===== src/rtl/hc595_pkg.sv =====
// Shared defaults and types for the sampled 74HC595-style shift/storage register.
// Latency: n/a (declarations only).
// Backpressure: n/a.
package hc595_pkg;

    localparam int HC_WIDTH       = 8;
    localparam int HC_SYNC_STAGES = 2;
    localparam int HC_FILT_LEN    = 3;

    // One bit per stage, Q[1] is the first stage, Q[WIDTH] feeds the cascade output.
    typedef logic [HC_WIDTH:1] sr_t;

endpackage


===== src/rtl/hc595_sampled_if.sv =====
// Pin-level bundle between the pad side and the hc595_sampled core.
// Latency: none, wires only.
// Backpressure: none; inputs are free-running sampled levels.
interface hc595_sampled_if #(
    parameter int WIDTH = hc595_pkg::HC_WIDTH
);

    logic             SER;
    logic             SRCLK;
    logic             SRCLR_N;
    logic             RCLK;
    logic             OE_N;
    logic [WIDTH:1]   Q;
    logic             QH_S;
    logic             Q_EN;

    modport master (
        output SER, SRCLK, SRCLR_N, RCLK, OE_N,
        input  Q, QH_S, Q_EN
    );

    modport slave (
        input  SER, SRCLK, SRCLR_N, RCLK, OE_N,
        output Q, QH_S, Q_EN
    );

endinterface


===== src/rtl/hc_sync_edge.sv =====
// Synchronise an async clock-like level, optionally debounce it, and flag its rising edge.
// Latency: rise asserts SYNC_STAGES cycles after the input is first sampled high (+FILT_LEN with filter).
// Backpressure: none; pulses shorter than the filter/sync window may be lost.
// Optional debounce enabled by HC595_GLITCH_FILTER_EN.
module hc_sync_edge #(
    parameter int SYNC_STAGES = 2
`ifdef HC595_GLITCH_FILTER_EN
    ,
    parameter int FILT_LEN = 3
`endif
) (
    input  logic clk,
    input  logic rst,
    input  logic din,
    output logic rise
);

    logic [SYNC_STAGES-1:0] chain;
    logic                   level;
    logic                   hist;

    // Synchroniser chain; loads 1 so a level held high across reset is not an edge.
    always_ff @(posedge clk) begin
        if (rst) chain <= '1;
        else     chain <= {chain[SYNC_STAGES-2:0], din};
    end

`ifdef HC595_GLITCH_FILTER_EN
    localparam int CW = $clog2(FILT_LEN + 1);
    logic          filt;
    logic [CW-1:0] cnt;

    // Debounce: flip the filtered level only after FILT_LEN consecutive differing samples.
    always_ff @(posedge clk) begin
        if (rst) begin
            filt <= 1'b1;
            cnt  <= '0;
        end else if (chain[SYNC_STAGES-1] != filt) begin
            if (cnt == CW'(FILT_LEN - 1)) begin
                filt <= chain[SYNC_STAGES-1];
                cnt  <= '0;
            end else begin
                cnt  <= cnt + 1'b1;
            end
        end else begin
            cnt <= '0;
        end
    end

    assign level = filt;
`else
    assign level = chain[SYNC_STAGES-1];
`endif

    // Edge history; rise is a one-cycle strobe on a 0->1 transition of the level.
    always_ff @(posedge clk) begin
        if (rst) hist <= 1'b1;
        else     hist <= level;
    end

    assign rise = level & ~hist;

endmodule


===== src/rtl/hc595_sampled.sv =====
// 74HC595-style serial-in/parallel-out shift register with storage latch, single clock domain.
// Latency: SRCLK->QH_S and RCLK->Q are SYNC_STAGES+1 cycles (+FILT_LEN with filter); OE_N->Q_EN is SYNC_STAGES.
// Backpressure: none; external levels must be held long enough to be sampled.
// Optional SRCLK/RCLK debounce enabled by HC595_GLITCH_FILTER_EN.
module hc595_sampled
    import hc595_pkg::*;
#(
    parameter int WIDTH       = HC_WIDTH,
    parameter int SYNC_STAGES = HC_SYNC_STAGES,
    parameter int FILT_LEN    = HC_FILT_LEN
) (
    input  logic            CLK,
    input  logic            RST,
    hc595_sampled_if.slave  bus
);

    // SER must line up with the filtered SRCLK edge, so it is delayed by the same depth.
`ifdef HC595_GLITCH_FILTER_EN
    localparam int SER_DEPTH = SYNC_STAGES + FILT_LEN;
`else
    localparam int SER_DEPTH = SYNC_STAGES;
`endif

    if (SYNC_STAGES < 2 || FILT_LEN < 1) begin : g_bad_params
        $error("hc595_sampled: SYNC_STAGES must be >= 2 and FILT_LEN >= 1");
    end

    logic [SER_DEPTH-1:0]   ser_chain;
    logic [SYNC_STAGES-1:0] clr_chain;
    logic [SYNC_STAGES-1:0] oe_chain;
    logic                   ser_sync;
    logic                   clr_n_sync;
    logic                   sh_rise;
    logic                   st_rise;
    logic [WIDTH:1]         sr;
    logic [WIDTH:1]         storage;

    // Plain synchronisers for data/control levels; clear and enable reset to inactive.
    always_ff @(posedge CLK) begin
        if (RST) begin
            ser_chain <= '0;
            clr_chain <= '1;
            oe_chain  <= '1;
        end else begin
            ser_chain <= {ser_chain[SER_DEPTH-2:0], bus.SER};
            clr_chain <= {clr_chain[SYNC_STAGES-2:0], bus.SRCLR_N};
            oe_chain  <= {oe_chain[SYNC_STAGES-2:0], bus.OE_N};
        end
    end

    assign ser_sync   = ser_chain[SER_DEPTH-1];
    assign clr_n_sync = clr_chain[SYNC_STAGES-1];

    hc_sync_edge #(
        .SYNC_STAGES (SYNC_STAGES)
`ifdef HC595_GLITCH_FILTER_EN
        ,
        .FILT_LEN    (FILT_LEN)
`endif
    ) u_sh_edge (
        .clk  (CLK),
        .rst  (RST),
        .din  (bus.SRCLK),
        .rise (sh_rise)
    );

    hc_sync_edge #(
        .SYNC_STAGES (SYNC_STAGES)
`ifdef HC595_GLITCH_FILTER_EN
        ,
        .FILT_LEN    (FILT_LEN)
`endif
    ) u_st_edge (
        .clk  (CLK),
        .rst  (RST),
        .din  (bus.RCLK),
        .rise (st_rise)
    );

    // Shift register: clear beats shift; stage 1 takes SER, the top stage falls off.
    always_ff @(posedge CLK) begin
        if (RST)              sr <= '0;
        else if (!clr_n_sync) sr <= '0;
        else if (sh_rise)     sr <= {sr[WIDTH-1:1], ser_sync};
    end

    // Storage latch captures the pre-update shift value, so tied clocks store one stage behind.
    always_ff @(posedge CLK) begin
        if (RST)          storage <= '0;
        else if (st_rise) storage <= sr;
    end

    assign bus.Q    = storage;
    assign bus.QH_S = sr[WIDTH];
    assign bus.Q_EN = ~oe_chain[SYNC_STAGES-1];

endmodule


===== src/flat_wrapper.sv =====
// flat-port wrapper written by rule: the top's interface ports become plain ports
module hc595_sampled_flat import hc595_pkg::*;
#(
    parameter int WIDTH       = HC_WIDTH,
    parameter int SYNC_STAGES = HC_SYNC_STAGES,
    parameter int FILT_LEN    = HC_FILT_LEN
)
  (CLK, RST, bus_SER, bus_SRCLK, bus_SRCLR_N, bus_RCLK, bus_OE_N, bus_Q, bus_QH_S, bus_Q_EN);
  hc595_sampled_if #(.WIDTH(WIDTH)) bus_i ();
  input  logic CLK;
  input  logic RST;
  input wire logic [$bits(bus_i.SER)-1:0] bus_SER;
  input wire logic [$bits(bus_i.SRCLK)-1:0] bus_SRCLK;
  input wire logic [$bits(bus_i.SRCLR_N)-1:0] bus_SRCLR_N;
  input wire logic [$bits(bus_i.RCLK)-1:0] bus_RCLK;
  input wire logic [$bits(bus_i.OE_N)-1:0] bus_OE_N;
  output wire logic [$bits(bus_i.Q)-1:0] bus_Q;
  output wire logic [$bits(bus_i.QH_S)-1:0] bus_QH_S;
  output wire logic [$bits(bus_i.Q_EN)-1:0] bus_Q_EN;
  assign bus_i.SER = bus_SER;
  assign bus_i.SRCLK = bus_SRCLK;
  assign bus_i.SRCLR_N = bus_SRCLR_N;
  assign bus_i.RCLK = bus_RCLK;
  assign bus_i.OE_N = bus_OE_N;
  assign bus_Q = bus_i.Q;
  assign bus_QH_S = bus_i.QH_S;
  assign bus_Q_EN = bus_i.Q_EN;
  hc595_sampled #(.WIDTH(WIDTH), .SYNC_STAGES(SYNC_STAGES), .FILT_LEN(FILT_LEN)) u_core (.CLK(CLK), .RST(RST), .bus(bus_i));
endmodule

===== config.mk =====
export PLATFORM = sky130hd
export DESIGN_NAME = hc595_sampled_flat
export DESIGN_NICKNAME = d
export VERILOG_FILES = /design/src/rtl/hc595_pkg.sv /design/src/rtl/hc595_sampled_if.sv /design/src/rtl/hc_sync_edge.sv /design/src/rtl/hc595_sampled.sv /design/src/flat_wrapper.sv
export SDC_FILE = /design/constraint.sdc
export NUM_CORES = 1
export LEC_CHECK = 0
export CORE_MARGIN = 2
export CORE_UTILIZATION = 44
export DETAILED_ROUTE_END_ITERATION = 10
export PLACE_DENSITY = 0.74
export REMOVE_ABC_BUFFERS = 1
export SLEW_MARGIN = 20
export SYNTH_ARGS = -nofsm -noshare
export SYNTH_HDL_FRONTEND = slang
export SYNTH_SLANG_ARGS = --single-unit

===== constraint.sdc =====
create_clock -name CLK -period 0.8 [get_ports CLK]
set_input_delay 0.16 -clock CLK [delete_from_list [all_inputs] [get_ports CLK]]
set_output_delay 0.16 -clock CLK [all_outputs]
set_load 0.005 [all_outputs]

======== Word-level counts from Yosys, hierarchy flattened ========
Cells that the tools add are included.
storage, ports and cells
  register bits after elaboration ......... 28
  latch bits .............................. 0
  memory bits (writable) .................. 0
  memory bits (read-only) ................. 0
  input bits .............................. 7
  output and inout bits ................... 10
  word-level logic and storage cells ...... 16
  memories ................................ 0
operators by class
  add/sub/neg operators ................... 0
  multiply operators ...................... 0
  div/mod/pow operators ................... 0
  order comparisons ....................... 0
  eq/ne operators ......................... 0
  shift operators ......................... 0
  mux-type cells .......................... 0
  bitwise gates (word level) .............. 6
  reduce and logical (&&, ||, !) cells .... 1
operators with widths
  operator         number
  $not 1->1        4
  $and 1x1->1      2
  $reduce_or 2->1  1

======== Logic depth before layout (Yosys ltp) ========
  word-level depth ........................ 2
  gate-level depth with buffers ........... 4
  gate-level depth less buffers ........... 3

======== Hierarchy ========
Synthesis repeated with hierarchy kept, for this count alone.
second synthesis, totals
  cells, all modules ...................... 80
  area total of the unflattened synthesis .. 952.2 µm²
by module, submodules not included
  module         times used  cells an instance  area an instance (µm²)  sequential area each (µm²)
  hc595_sampled  1           66                 782.0                   440.4
  hc_sync_edge   2           7                  85.1                    60.1

======== Worst setup path after synthesis ========
Ideal clock, no wire load.
  path kind ............................... flip-flop to flip-flop
  start point ............................. register u_core.u_st_edge.hist
  end point ............................... register u_core.storage (netlist bit u_core.bus.Q[1])
  library setup time ...................... 0.123 ns
  arrival time ............................ 0.674 ns
  data required time ...................... 0.677 ns
  slack ................................... 0.003 ns
  stages on the path, launching flop included .. 5
  buffers on the path ..................... 1
  clock period less this slack ............ 0.797 ns
  cells stage by stage .................... dfxtp_1 > nand2b_1 > buf_2 > nand2_1 > a21oi_2
on the way
  cells in the longest elaborated chain, start to end .. 2
RTL lines
  item                    RTL line             RTL
  from (decl)             hc_sync_edge.sv:20   logic hist;
  from (signal assigned)  hc_sync_edge.sv:58   else hist <= level;
  $not 1->1               hc_sync_edge.sv:61   assign rise = level & ~hist;
  $and 1x1->1             hc_sync_edge.sv:61
  to (signal assigned)    hc595_sampled.sv:90  else if (st_rise) storage <= sr;
  to (decl)               hc595_sampled.sv:36  logic [WIDTH:1] storage;
No other way between the ends.
A chain may end at the register's enable or synchronous reset.

======== Worst setup path after layout ========
  start point ............................. register u_core.oe_chain[1]
  end point ............................... output port bus_Q_EN
on the way
  cells in the longest elaborated chain, start to end .. 1
RTL lines
  item                    RTL line             RTL
  from (decl)             hc595_sampled.sv:30  logic [SYNC_STAGES-1:0] oe_chain;
  from (signal assigned)  hc595_sampled.sv:47  oe_chain <= {oe_chain[SYNC_STAGES-2:0], bus.OE_N};
  $not 1->1               hc595_sampled.sv:95  assign bus.Q_EN = ~oe_chain[SYNC_STAGES-1];
  to (decl)               flat_wrapper.sv:19   output wire logic [$bits(bus_i.Q_EN)-1:0] bus_Q_EN;
No other way between the ends.

==> flow_summary.yaml <==
routing:
  drtIter0Drc: 2
  wl_per_cell_um: 10.5
  wirelength_mm: 1.59
  dr.pass1.iters: 4
  vias_per_cell: 4.58
  antenna_left: 0
  vias: 692
  drc: 0
floorplanning:
  start_util_pct: 48.0
  die-width_um: 50.9
  core_area_sq_mm: 0.00202
  die_y_um: 50.9
  dieArea_sq_mm: 0.00260
  num_rows: 16
  io_pins: 17
worst_setup_path:
  worstSetupPathType: "reg2out"
  start_kind: "flip-flop"
  cp_max_fo: 1
  cpPeakStageDelay_ps: 330
  worstPathRequired_ps: 640
  crit_slowest_cell: "dfxtp_1"
  cp-end-kind: "primary output"
  path_cells: "inv_1, buf_2"
  critical-path-top-delay-family: "flip-flops"
  worst-path-buf-inv: 2
  crit_arrival_ps: 790
  setup.worst_path.start: "u_core.oe_chain[1]$_SDFF_PP1_"
  rr_startpoint: "u_core.u_st_edge.chain[1]$_SDFF_PP1_"
grt:
  met1_usage_pct: 16.9
  use_met2_pct: 22.5
  busiest_layer: "met2"
  grt_max_degree: 15
  grt_pass1_vias: 615
  grt_remaining_overflow: 0
  grt_pass1_wl_mm: 2.66
  grt_use_total_pct: 13.6
  gr-usage-met3_pct: 2.63
  antenna_found_initial: 0
sta:
  clock_skew_ps: 1.37
  fin_crit_sh_pct: 119
  fin_crit_ps: 950
  tns_ps: -2380
  layout_setup_ws_ps: -150
  relSlewSlack_pct: 86.2
  worst_pin_slew_ps: 207
  hold_viol_final: 0
  fmax_ghz: 1.05
  slew_viol_final: 0
  final-setup-viol-count: 26
  rsz0062_at_grt: "true"
min_path:
  hold_class: "in2reg"
  hold_start: "RST"
pwr:
  irDropWorstVdd_mv: 1.12
  p_per_area_mw_per_mm2: 1580
  leakage_nw: 0.593
synthesis:
  yosys_warnings: 0
  ys_types: 10
  ys_ff_latch: 28
  synth_top_area_share_pct: 57.8
  netlist_instances: 101
  yosys-top-cells-area: "dfxtp_1 (58%), a21oi_2 (14%), nand2_1 (12%), or2_1 (6.5%), nor2b_1 (2.6%)"
  synth_top_cell_by_area: "dfxtp_1"
  syn_area_sq_um: 970
  ys_seq_area_share_pct: 57.8
  syn_avg_cell_area_sq_um: 9.60
finish:
  nFillCells: 167
  n_antenna_cell: 0
  drive_gt1_share_pct: 57.3
  fin_nets: 133
  syn_to_final_growth_pct: 38.5
  post-route-util_pct: 66.4
flow_run:
  cap_viol_max_count: 0
clock_tree:
  cts_tree: "built"
  clockRootBuffer: "clkbuf_4"
  cts.clk_slew.worst_paths_ps: 130
  cts_buffers: 3
  cts.path.max_buffers: 2
  hold_buffers: 0
  cts.htree.levels: 1
  clock_latency_ps: 310
  cts_sinks: 28
placement:
  place.port_buffers: 16
  dp_hpwl_mm: 1.06
  gp_congestion: 0.738
outcome:
  status: "finished, violations left"
  violations: "setup timing"
-- final cells by class --
class	count	area, sq um	area share (%)
inverter	1	3.75	0.280
multi-input combinational	65	457	34.0
timing repair buffer	27	249	18.5
sequential	28	577	43.0
tap	27	33.8	2.52
clock buffer	3	22.5	1.68
-- what timing repair did --
item,CTS,global route
gates resized for setup,68,20
pin swaps,15,1
endpoints found under the setup margin,34,26
buffers inserted,1,0
-- cells in the final DEF, fill, tap and decap left out --
cell             count
nand2_4              6
buf_6                4
nor2b_4              2
dfxtp_1             15
buf_2                8
nand2_2              9
nand2b_4             1
nand2_1             17
clkbuf_4             3
buf_4                6
nand2b_1             2
inv_1                1
or2_1               10
clkdlybuf4s50_1      5
a21oi_2             16
dlygate4sd2_1        1
buf_12               3
dfxtp_2             13
nor2b_1              2
-- cell families after synthesis --
family	synth area share, %
AO/OA/AOI/OAI	14.5
flip-flops	57.8
buffers and inverters	4.39
AND/OR/NAND/NOR	23.4
-- synthesized netlist by cell type --
| cell | number |
|---|---|
| or2_1 | 10 |
| dfxtp_1 | 28 |
| nand2b_1 | 3 |
| buf_4 | 2 |
| nand2_1 | 32 |
| clkbuf_1 | 1 |
| buf_2 | 4 |
| inv_1 | 1 |
| a21oi_2 | 16 |
| nor2b_1 | 4 |
-- registers in the layout (all words and copies together) (netlist names), 2 cells and up --
signal / cells
u_core.bus.Q: 8
u_core.clr_chain: 2
u_core.oe_chain: 2
u_core.ser_chain: 2
u_core.sr: 8
u_core.u_sh_edge.chain: 2
u_core.u_st_edge.chain: 2
-- report_power, final --
| group | total, mW | switching (mW) | internal, mW |
|---|---|---|---|
| combinational | 0.152 | 0.0642 | 0.0875 |
| clock | 0.538 | 0.362 | 0.176 |
| sequential | 1.43 | 0.00917 | 1.42 |
-- metal layers --
metal	share of wire, %	wire, um
met1	42	669
met5	0	0
met4	1.7	27
met2	51	808
met3	5.3	84
-- worst paths after layout --
kind | slack, ps | cells after the start | end
worst min register to register | 420 | 1 | u_core.u_st_edge.chain[1]$_SDFF_PP1_
worst max register to register | -100 | 4 | u_core.bus.Q[8]$_SDFFE_PP0P_
worst max-delay path | -150 | 2 | bus_Q_EN
worst min-delay path | 260 | 2 | u_core.oe_chain[0]$_SDFF_PP1_
-- stage by stage --
step	cell area, sq um	hold slack, ps	setup WS (ps)	power, mW	cells
global route	1340	262	-203	2.23	151
global placement	1220	386	-334	1.59	147
CTS	1260	264	-164	2.14	151
floorplan	931	222	-136	1.50	94
detailed placement	1220	389	-388	1.59	147
finish	1340	259	-150	2.12	151
Power figures use the tool's default switching activity.
